**src/rtl/dmac_pkg.sv**
```systemverilog
// Shared AHB encodings and the error-response FSM states for the DMA master interface.
package dmac_pkg;

  typedef enum logic [1:0] {
    IDLE   = 2'b00,
    BUSY   = 2'b01,
    NONSEQ = 2'b10,
    SEQ    = 2'b11
  } htrans_t;

  localparam logic [1:0] OKAY  = 2'b00;
  localparam logic [1:0] ERROR = 2'b01;

  localparam logic [2:0] HBURST_INCR = 3'b001;

  typedef enum logic [1:0] {
    ACTIVE,
    ERR1,
    ERR2,
    ERR_HOLD
  } err_state_t;

  // NONSEQ and SEQ both carry bit 1; IDLE and BUSY do not.
  function automatic logic is_xfer(logic [1:0] t);
    return t[1];
  endfunction

endpackage

```
**src/rtl/dmac_ahb_dphase_reg.sv**
```systemverilog
// Data-phase capture: latches the accepted address-phase attributes and write data
// so they line up with the AHB data phase; everything holds while HREADY is low.
module dmac_ahb_dphase_reg
  import dmac_pkg::*;
#(
  parameter int ADDR_W = 32,
  parameter int DATA_W = 32
) (
  input  logic              clk,
  input  logic              rst,
  input  logic              hready,
  input  logic [1:0]        htrans,
  input  logic              write,
  input  logic [ADDR_W-1:0] addr,
  input  logic [DATA_W-1:0] wdata,
  input  logic [3:0]        wstrb,
  output logic              dp_valid,
  output logic              dp_write,
  output logic [ADDR_W-1:0] dp_addr,
  output logic [DATA_W-1:0] hwdata,
  output logic [3:0]        hwstrb
);

  logic              dp_valid_q, dp_valid_d;
  logic              dp_write_q, dp_write_d;
  logic [ADDR_W-1:0] dp_addr_q,  dp_addr_d;
  logic [DATA_W-1:0] hwdata_q,   hwdata_d;
  logic [3:0]        hwstrb_q,   hwstrb_d;

  always_comb begin
    dp_valid_d = dp_valid_q;
    dp_write_d = dp_write_q;
    dp_addr_d  = dp_addr_q;
    hwdata_d   = hwdata_q;
    hwstrb_d   = hwstrb_q;
    if (hready) begin
      if (is_xfer(htrans)) begin
        dp_valid_d = 1'b1;
        dp_write_d = write;
        dp_addr_d  = addr;
        if (write) begin
          hwdata_d = wdata;
          hwstrb_d = wstrb;
        end else begin
          hwstrb_d = '0;
        end
      end else begin
        dp_valid_d = 1'b0;
      end
    end
  end

  always_ff @(posedge clk or posedge rst) begin
    if (rst) begin
      dp_valid_q <= 1'b0;
      dp_write_q <= 1'b0;
      dp_addr_q  <= '0;
      hwdata_q   <= '0;
      hwstrb_q   <= '0;
    end else begin
      dp_valid_q <= dp_valid_d;
      dp_write_q <= dp_write_d;
      dp_addr_q  <= dp_addr_d;
      hwdata_q   <= hwdata_d;
      hwstrb_q   <= hwstrb_d;
    end
  end

  assign dp_valid = dp_valid_q;
  assign dp_write = dp_write_q;
  assign dp_addr  = dp_addr_q;
  assign hwdata   = hwdata_q;
  assign hwstrb   = hwstrb_q;

endmodule

```
**src/rtl/dmac_ahb_master_if.sv**
```systemverilog
// AHB-Lite master port for the DMA channel: combinational address phase, registered
// data phase, read-data capture and the two-cycle ERROR response handling.
module dmac_ahb_master_if
  import dmac_pkg::*;
#(
  parameter int ADDR_W = 32,
  parameter int DATA_W = 32
) (
  input  logic              clk,
  input  logic              rst,
  input  logic [1:0]        ch_HTrans,
  input  logic              ch_write,
  input  logic [ADDR_W-1:0] ch_MAddress,
  input  logic [DATA_W-1:0] ch_MWData,
  input  logic [3:0]        ch_MWStrb,
  input  logic [1:0]        ch_HSize,
  output logic              readyIn,
  output logic [1:0]        M_HResp,
  output logic [DATA_W-1:0] R_Data,
  output logic [ADDR_W-1:0] HADDR,
  output logic [1:0]        HTRANS,
  output logic              HWRITE,
  output logic [2:0]        HSIZE,
  output logic [2:0]        HBURST,
  output logic [DATA_W-1:0] HWDATA,
  output logic [3:0]        HWSTRB,
  input  logic              HREADY,
  input  logic              HRESP,
  input  logic [DATA_W-1:0] HRDATA,
  output logic              busy
);

  err_state_t        state_q, state_d;
  logic [1:0]        m_hresp_q, m_hresp_d;
  logic [DATA_W-1:0] r_data_q, r_data_d;
  logic              trans_kill;

  logic              dp_valid;
  logic              dp_write;
  logic [ADDR_W-1:0] dp_addr;

  dmac_ahb_dphase_reg #(
    .ADDR_W (ADDR_W),
    .DATA_W (DATA_W)
  ) u_dphase (
    .clk      (clk),
    .rst      (rst),
    .hready   (HREADY),
    .htrans   (HTRANS),
    .write    (ch_write),
    .addr     (ch_MAddress),
    .wdata    (ch_MWData),
    .wstrb    (ch_MWStrb),
    .dp_valid (dp_valid),
    .dp_write (dp_write),
    .dp_addr  (dp_addr),
    .hwdata   (HWDATA),
    .hwstrb   (HWSTRB)
  );

  always_comb begin
    state_d    = state_q;
    m_hresp_d  = m_hresp_q;
    trans_kill = 1'b0;
    readyIn    = HREADY;
    case (state_q)
      ACTIVE: begin
        // The first ERROR cycle cancels the pending address in the same cycle.
        if (dp_valid && HRESP) begin
          trans_kill = 1'b1;
          if (HREADY) begin
            state_d   = ERR2;
            m_hresp_d = ERROR;
          end else begin
            state_d = ERR1;
          end
        end
      end
      ERR1: begin
        trans_kill = 1'b1;
        readyIn    = 1'b0;
        if (HREADY) begin
          state_d   = ERR2;
          m_hresp_d = ERROR;
        end
      end
      ERR2: begin
        trans_kill = 1'b1;
        readyIn    = 1'b0;
        state_d    = ERR_HOLD;
        m_hresp_d  = OKAY;
      end
      ERR_HOLD: begin
        trans_kill = 1'b1;
        readyIn    = 1'b0;
        if (ch_HTrans == IDLE) state_d = ACTIVE;
      end
      default: begin
        state_d = ACTIVE;
      end
    endcase
  end

  always_comb begin
    r_data_d = r_data_q;
    if (dp_valid && !dp_write && HREADY && !HRESP) r_data_d = HRDATA;
  end

  always_ff @(posedge clk or posedge rst) begin
    if (rst) begin
      state_q   <= ACTIVE;
      m_hresp_q <= OKAY;
      r_data_q  <= '0;
    end else begin
      state_q   <= state_d;
      m_hresp_q <= m_hresp_d;
      r_data_q  <= r_data_d;
    end
  end

  always_ff @(posedge clk) begin
    if (!rst && dp_valid) assert (!$isunknown(dp_addr));
  end

  assign HADDR   = ch_MAddress;
  assign HWRITE  = ch_write;
  assign HSIZE   = {1'b0, ch_HSize};
  assign HBURST  = HBURST_INCR;
  assign HTRANS  = trans_kill ? IDLE : ch_HTrans;
  assign M_HResp = m_hresp_q;
  assign R_Data  = r_data_q;
  assign busy    = dp_valid;

endmodule
```
**config.mk**
```make
export PLATFORM = sky130hd
export DESIGN_NAME = dmac_ahb_master_if
export DESIGN_NICKNAME = d
export VERILOG_FILES = /design/src/rtl/dmac_pkg.sv /design/src/rtl/dmac_ahb_dphase_reg.sv /design/src/rtl/dmac_ahb_master_if.sv
export SDC_FILE = /design/constraint.sdc
export NUM_CORES = 1
export LEC_CHECK = 0
export CORE_AREA = 2 2 109 111
export DETAILED_ROUTE_END_ITERATION = 12
export DIE_AREA = 0 0 111 113
export PLACE_DENSITY = 0.87
export REMOVE_ABC_BUFFERS = 1
export SYNTH_ARGS = -nofsm -noshare
export SYNTH_HDL_FRONTEND = slang
export SYNTH_HIERARCHICAL = 1
export SYNTH_SLANG_ARGS = --single-unit
export TNS_END_PERCENT = 1
```
**constraint.sdc**
```tcl
create_clock -name clk -period 2.5 [get_ports clk]
set_input_delay 0.375 -clock clk [delete_from_list [all_inputs] [get_ports clk]]
set_output_delay 0.375 -clock clk [all_outputs]
set_load 0.03 [all_outputs]
```
==> flow_summary.yaml, run 1 <==
critical_path:
  crit_buf_inv: 2
  reg2regPathDepth: 8
  path_delay_family: "buffers and inverters"
  cp_slowest_cell: "dfrtp_1"
  r2r_end: "u_dphase/hwdata[8]"
  max_stage_delay_ns: 0.42
  crit_fanout: 5
  cp-start-kind: "flop"
  critical_path_class: "reg -> out"
  cp_data_required_time_ns: 2.12
  rrSetupSlack_ns: 0.45
  path_cells: "inv_1 -> ha_1 -> a21boi_1 -> and2_1 -> dlygate4sd2_1"
  cp.arrival_ns: 1.94
  end_kind: "primary output"
  worstReg2RegStart: "state_q[1]"
floorplanning:
  pin_count: 222
  core_area_um2: 11300
  start_util_pct: 30.2
  dieArea_um2: 12500
  rows: 39
  fp.dieW_um: 111
  die_y_um: 113
global_routing:
  grt.total_usage_pct: 14.4
  gr-total-overflow: 0
  grt_max_degree: 39
  grt_pass1_vias: 2468
  antenna_found_initial: 0
  grt_pass1_wl_mm: 13.8
clock_tree:
  cts.sinks: 73
  postCtsResizedCells: 2
  clk_pin_slew_worst_paths_ns: 0.06
  clockRootBuffer: "clkbuf_16"
  cts_hold_buf: 0
  clock_latency_ns: 0.33
  cts_setup_buffers: 0
  clock_tree.buffer_depth: 2
  cts_max_level: 3
  cts_tree: "yes"
  numCtsBuffers: 9
pwr:
  leakage_nw: 2.26
  vdd.ir_drop.worst_mv: 0.496
  powerDensity_nw_per_um2: 1420
  power_mw: 7.24
routing:
  firstDrtPassIters: 4
  first_iter_violations: 86
  drt-wirelength-per-cell_um: 18.1
  ant_nets: 0
  routed_via_density: 4.37
  drc: 0
  vias: 2160
  drt_wl_total_mm: 8.96
cells_and_area:
  n_antenna_cell: 0
  utilization_pct: 45.4
  nets: 460
  drive_gt1_share_pct: 26.5
  post-route-cell-area_um2: 5110
  area_growth_pct: 50.1
  fin_cells: 494
  fillers: 1010
synth:
  synthesis.area_um2: 3410
  yosysWarnings: 6
  syn_avg_cell_area_um2: 15.0
  synth_cells: 227
sta:
  finalSetupViolations: 0
  timing.fmax_mhz: 432
  fin_setup_tns_ns: 0
  fin_crit_ns: 2.31
  skew_ns: 0.00688
  hold_violations: 0
  rsz0062_at_grt: "false"
  finalCritPeriodShare_pct: 92.5
  slew_violations: 0
place:
  dpl_cell_area_um2: 4740
  placed_cells: 478
  port_buffers: 148
  dp_hpwl_mm: 6.91
  gp_congestion: 0.699
outcome:
  outcome: "finished, final reports clean"
hold_path:
  min_from: "u_dphase/hwstrb[0]"
  min_path_cells: 1
  hp-class: "reg -> reg"
  holdPathEnd: "u_dphase/hwstrb[0]"
flow_run:
  drv_cap: 0
worst register-to-register path: cells and delay by family (launching register included):
family	cells	cell delay, ns
AOI/OAI and AO/OA	1	0.29
adders and majority gates	1	0.18
DFF	1	0.42
and+or+nand+nor	2	0.28
buffers and inverters	3	0.46
muxes	1	0.31
flip-flops by register name (all words and copies together), names as in the netlist:
signal / cells
u_dphase/hwstrb: 4
u_dphase/dp_write: 1
state_q: 2
u_dphase/dp_valid: 1
u_dphase/hwdata: 32
M_HResp: 1
R_Data: 32
stage by stage:
stage	setup slack [ns]	hold slack [ns]
after floorplan	-3.67	0.464
after global placement	0.163	0.477
after detailed placement	0.130	0.465
after CTS	0.164	0.490
after global routing	0.0365	0.502
final	0.186	0.485
per-layer routing:
metal	up-vias	global-route usage (%)	routed length, um
li1	960	-	-
met1	1074	17.2	3640
met2	114	22.2	4240
met3	10	7.39	901
met4	2	5.00	116
met5	-	4.31	59
area by class of cell:
cell class	instances	area [um^2]	area share (%)
tap	143	179	3.50
multi-input combinational	102	1160	22.7
clock buffer	11	253	4.94
sequential	73	1830	35.7
inverter	6	22.5	0.440
clock inverter	5	125	2.45
timing repair buffer	154	1550	30.3
how the worst max path moves through the flow:
stage | start | end | slack [ns] | depth (start not counted)
5_1_grt | state_q[1] | HTRANS[1] | 0.04 | 5
3_5_place_dp | HRESP | HTRANS[1] | 0.13 | 4
6_report | state_q[1] | HTRANS[1] | 0.19 | 5
2_1_floorplan | u_dphase/dp_valid | R_Data[21] | -3.67 | 2
4_1_cts | state_q[1] | HTRANS[1] | 0.16 | 5
3_3_place_gp | HRESP | HTRANS[1] | 0.16 | 4
placed cells by master (no fill, tap or decap), drive strengths merged:
master           n
nor2b            1
or2b             1
a21bo            1
dlygate4sd2      2
o21ai            2
a21boi           1
dfrtp           73
nand2            1
conb             5
clkdlybuf4s50  146
clkbuf          11
or3b             1
nand2b           1
buf              6
clkinv           1
inv              6
a21o             4
and4             4
and2             3
mux2i            3
a21oi            1
bufinv           4
nor4bb           1
nand3            1
mux2            66
ha               5
power by group:
part | switching (mW) | internal [mW]
Combinational | 1.79 | 1.75
Clock | 0.473 | 1.13
Sequential | 0.335 | 1.77
Power figures use the tool's default switching activity.
==> inputs of run 2 (changes only) <==
CELL_PAD_IN_SITES_DETAIL_PLACEMENT = 0   (was not set)
CELL_PAD_IN_SITES_GLOBAL_PLACEMENT = 1   (was not set)
CORE_AREA = 2 2 124 126   (was 2 2 109 111)
DIE_AREA = 0 0 126 128   (was 0 0 111 113)
PLACE_DENSITY = 0.86   (was 0.87)
SLEW_MARGIN = 10   (was not set)
TNS_END_PERCENT = 5   (was 1)
==> flow_summary.yaml, run 2 (synthesis gave the netlist of run 1 again) <==
cells_and_area:
  drive_gt1_share_pct: 26.2
  area_growth_pct: 50.5
  layout_commonest_cell: "clkdlybuf4s50_1"
  nets: 460
  fin_cells: 539
  fillers: 1452
  n_antenna_cell: 0
  utilization_pct: 34.5
  final_cell_mix: "clkdlybuf4s50_1, dfrtp_1, mux2_2"
sta:
  skew_ns: 0.00666
  relSlewSlack_pct: 66.2
  layout_setup_ws_ns: 0.200
  finalCritPeriodShare_pct: 92.0
  fin_crit_ns: 2.30
  fin_setup_tns_ns: 0
  timing.fmax_mhz: 435
  slew_violations: 0
  worst_slew_pin_slew_ns: 0.507
  rsz0062_at_grt: "false"
  hold_violations: 0
  finalSetupViolations: 0
pwr:
  powerDensity_nw_per_um2: 1390
  leakage_nw: 2.23
  power_mw: 7.10
  vdd.ir_drop.worst_mv: 0.372
place:
  port_buffers: 148
  pre_cts_ws_ns: 0.119
  placed_cells: 523
  gp_congestion: 0.721
  dp_hpwl_mm: 7.32
critical_path:
  rrSetupSlack_ns: 0.29
  end_kind: "primary output"
  reg2regPathDepth: 8
  r2r_end: "u_dphase/hwdata[24]"
  critical_path_class: "reg -> out"
  cp_data_required_time_ns: 2.12
  cp.arrival_ns: 1.93
  worstReg2RegStart: "state_q[1]"
  crit_fanout: 5
  cp-start-kind: "flop"
floorplanning:
  pin_count: 222
  core_area_um2: 14900
  start_util_pct: 22.9
  rows: 45
  die_y_um: 128
  dieArea_um2: 16100
  fp.dieW_um: 126
clock_tree:
  cts_max_level: 3
  cts_setup_buffers: 0
  postCtsResizedCells: 2
  clk_pin_slew_worst_paths_ns: 0.06
  cts.sinks: 73
  cts_tree: "yes"
  cts_hold_buf: 0
  clock_latency_ns: 0.32
  clockRootBuffer: "clkbuf_16"
  clock_tree.buffer_depth: 2
  numCtsBuffers: 9
global_routing:
  grt_pass1_vias: 2319
  grt.total_usage_pct: 11.6
  antenna_found_initial: 0
  grt_pass1_wl_mm: 13.9
  gr-total-overflow: 0
  grt_max_degree: 39
routing:
  routed_via_density: 4.01
  firstDrtPassIters: 4
  drt-wirelength-per-cell_um: 17.6
  vias: 2161
  drt_wl_total_mm: 9.51
  first_iter_violations: 81
  ant_nets: 0
  drc: 0
outcome:
  outcome: "finished, final reports clean"
hold_path:
  hp-class: "in -> async"
flow_run:
  drv_cap: 0
[run 2: cell types whose count changed in the layout (fill, tap and decap cells not counted), sizes merged]
cell	before	now
bufinv	4	3
clkinvlp	0	1
[run 2: worst max-delay path by stage]
stage,from,end,slack [ns],cells past startpoint
after global routing,state_q[1],HTRANS[1],0.04,5
after global placement,HRESP,HTRANS[1],0.16,4
after detailed placement,HRESP,u_dphase/hwdata[24],0.12,7
final,state_q[1],HTRANS[1],0.20,5
after floorplan,u_dphase/dp_valid,R_Data[21],-3.67,2
after CTS,state_q[1],HTRANS[1],0.17,5
[run 2: per-stage QoR]
stage	area, um^2	hold WS (ns)
2_1_floorplan	2990	0.464
3_3_place_gp	4780	0.484
3_5_place_dp	4780	0.476
4_1_cts	5120	0.502
5_1_grt	5120	0.523
6_report	5120	0.489
[run 2: report_power, final]
group          total, mW  internal (mW)  switching, mW
Sequential          2.10           1.77          0.334
Combinational       3.52           1.74           1.78
Clock               1.49           1.00          0.484
Total               7.10           4.51           2.60
[run 2: layer usage]
layer / vias up / part of all wire, % / global-route usage, % / wire length (um)
met1: 1068 / 40 / 13.9 / 3800
li1: 959 / - / - / -
met3: 9 / 13 / 8.10 / 1210
met2: 123 / 45 / 16.0 / 4310
met5: - / 0.73 / 4.33 / 69
met4: 2 / 1.3 / 4.33 / 127
[run 2: worst max-delay path: stages (launching register included)]
cell	delay, ns
dfrtp_1	0.43
inv_1	0.14
ha_1	0.18
a21boi_1	0.28
and2_1	0.18
dlygate4sd2_1	0.40
[run 2: area by class of cell]
type | instances | area (um^2) | share of cell area (%)
flip-flops and latches | 73 | 1830 | 35.6
repair buffers | 154 | 1540 | 30.0
multi-input cells | 102 | 1160 | 22.6
clock buffers | 11 | 243 | 4.74
well taps | 188 | 235 | 4.59
clock inverters | 5 | 103 | 2.00
inverters | 6 | 22.5 | 0.439
==> inputs of run 3 (changes only) <==
GPL_ROUTABILITY_DRIVEN = 0   (was not set)
==> results of run 3 <==
The final DEF is identical to that of run 2; final timing and power are the same.
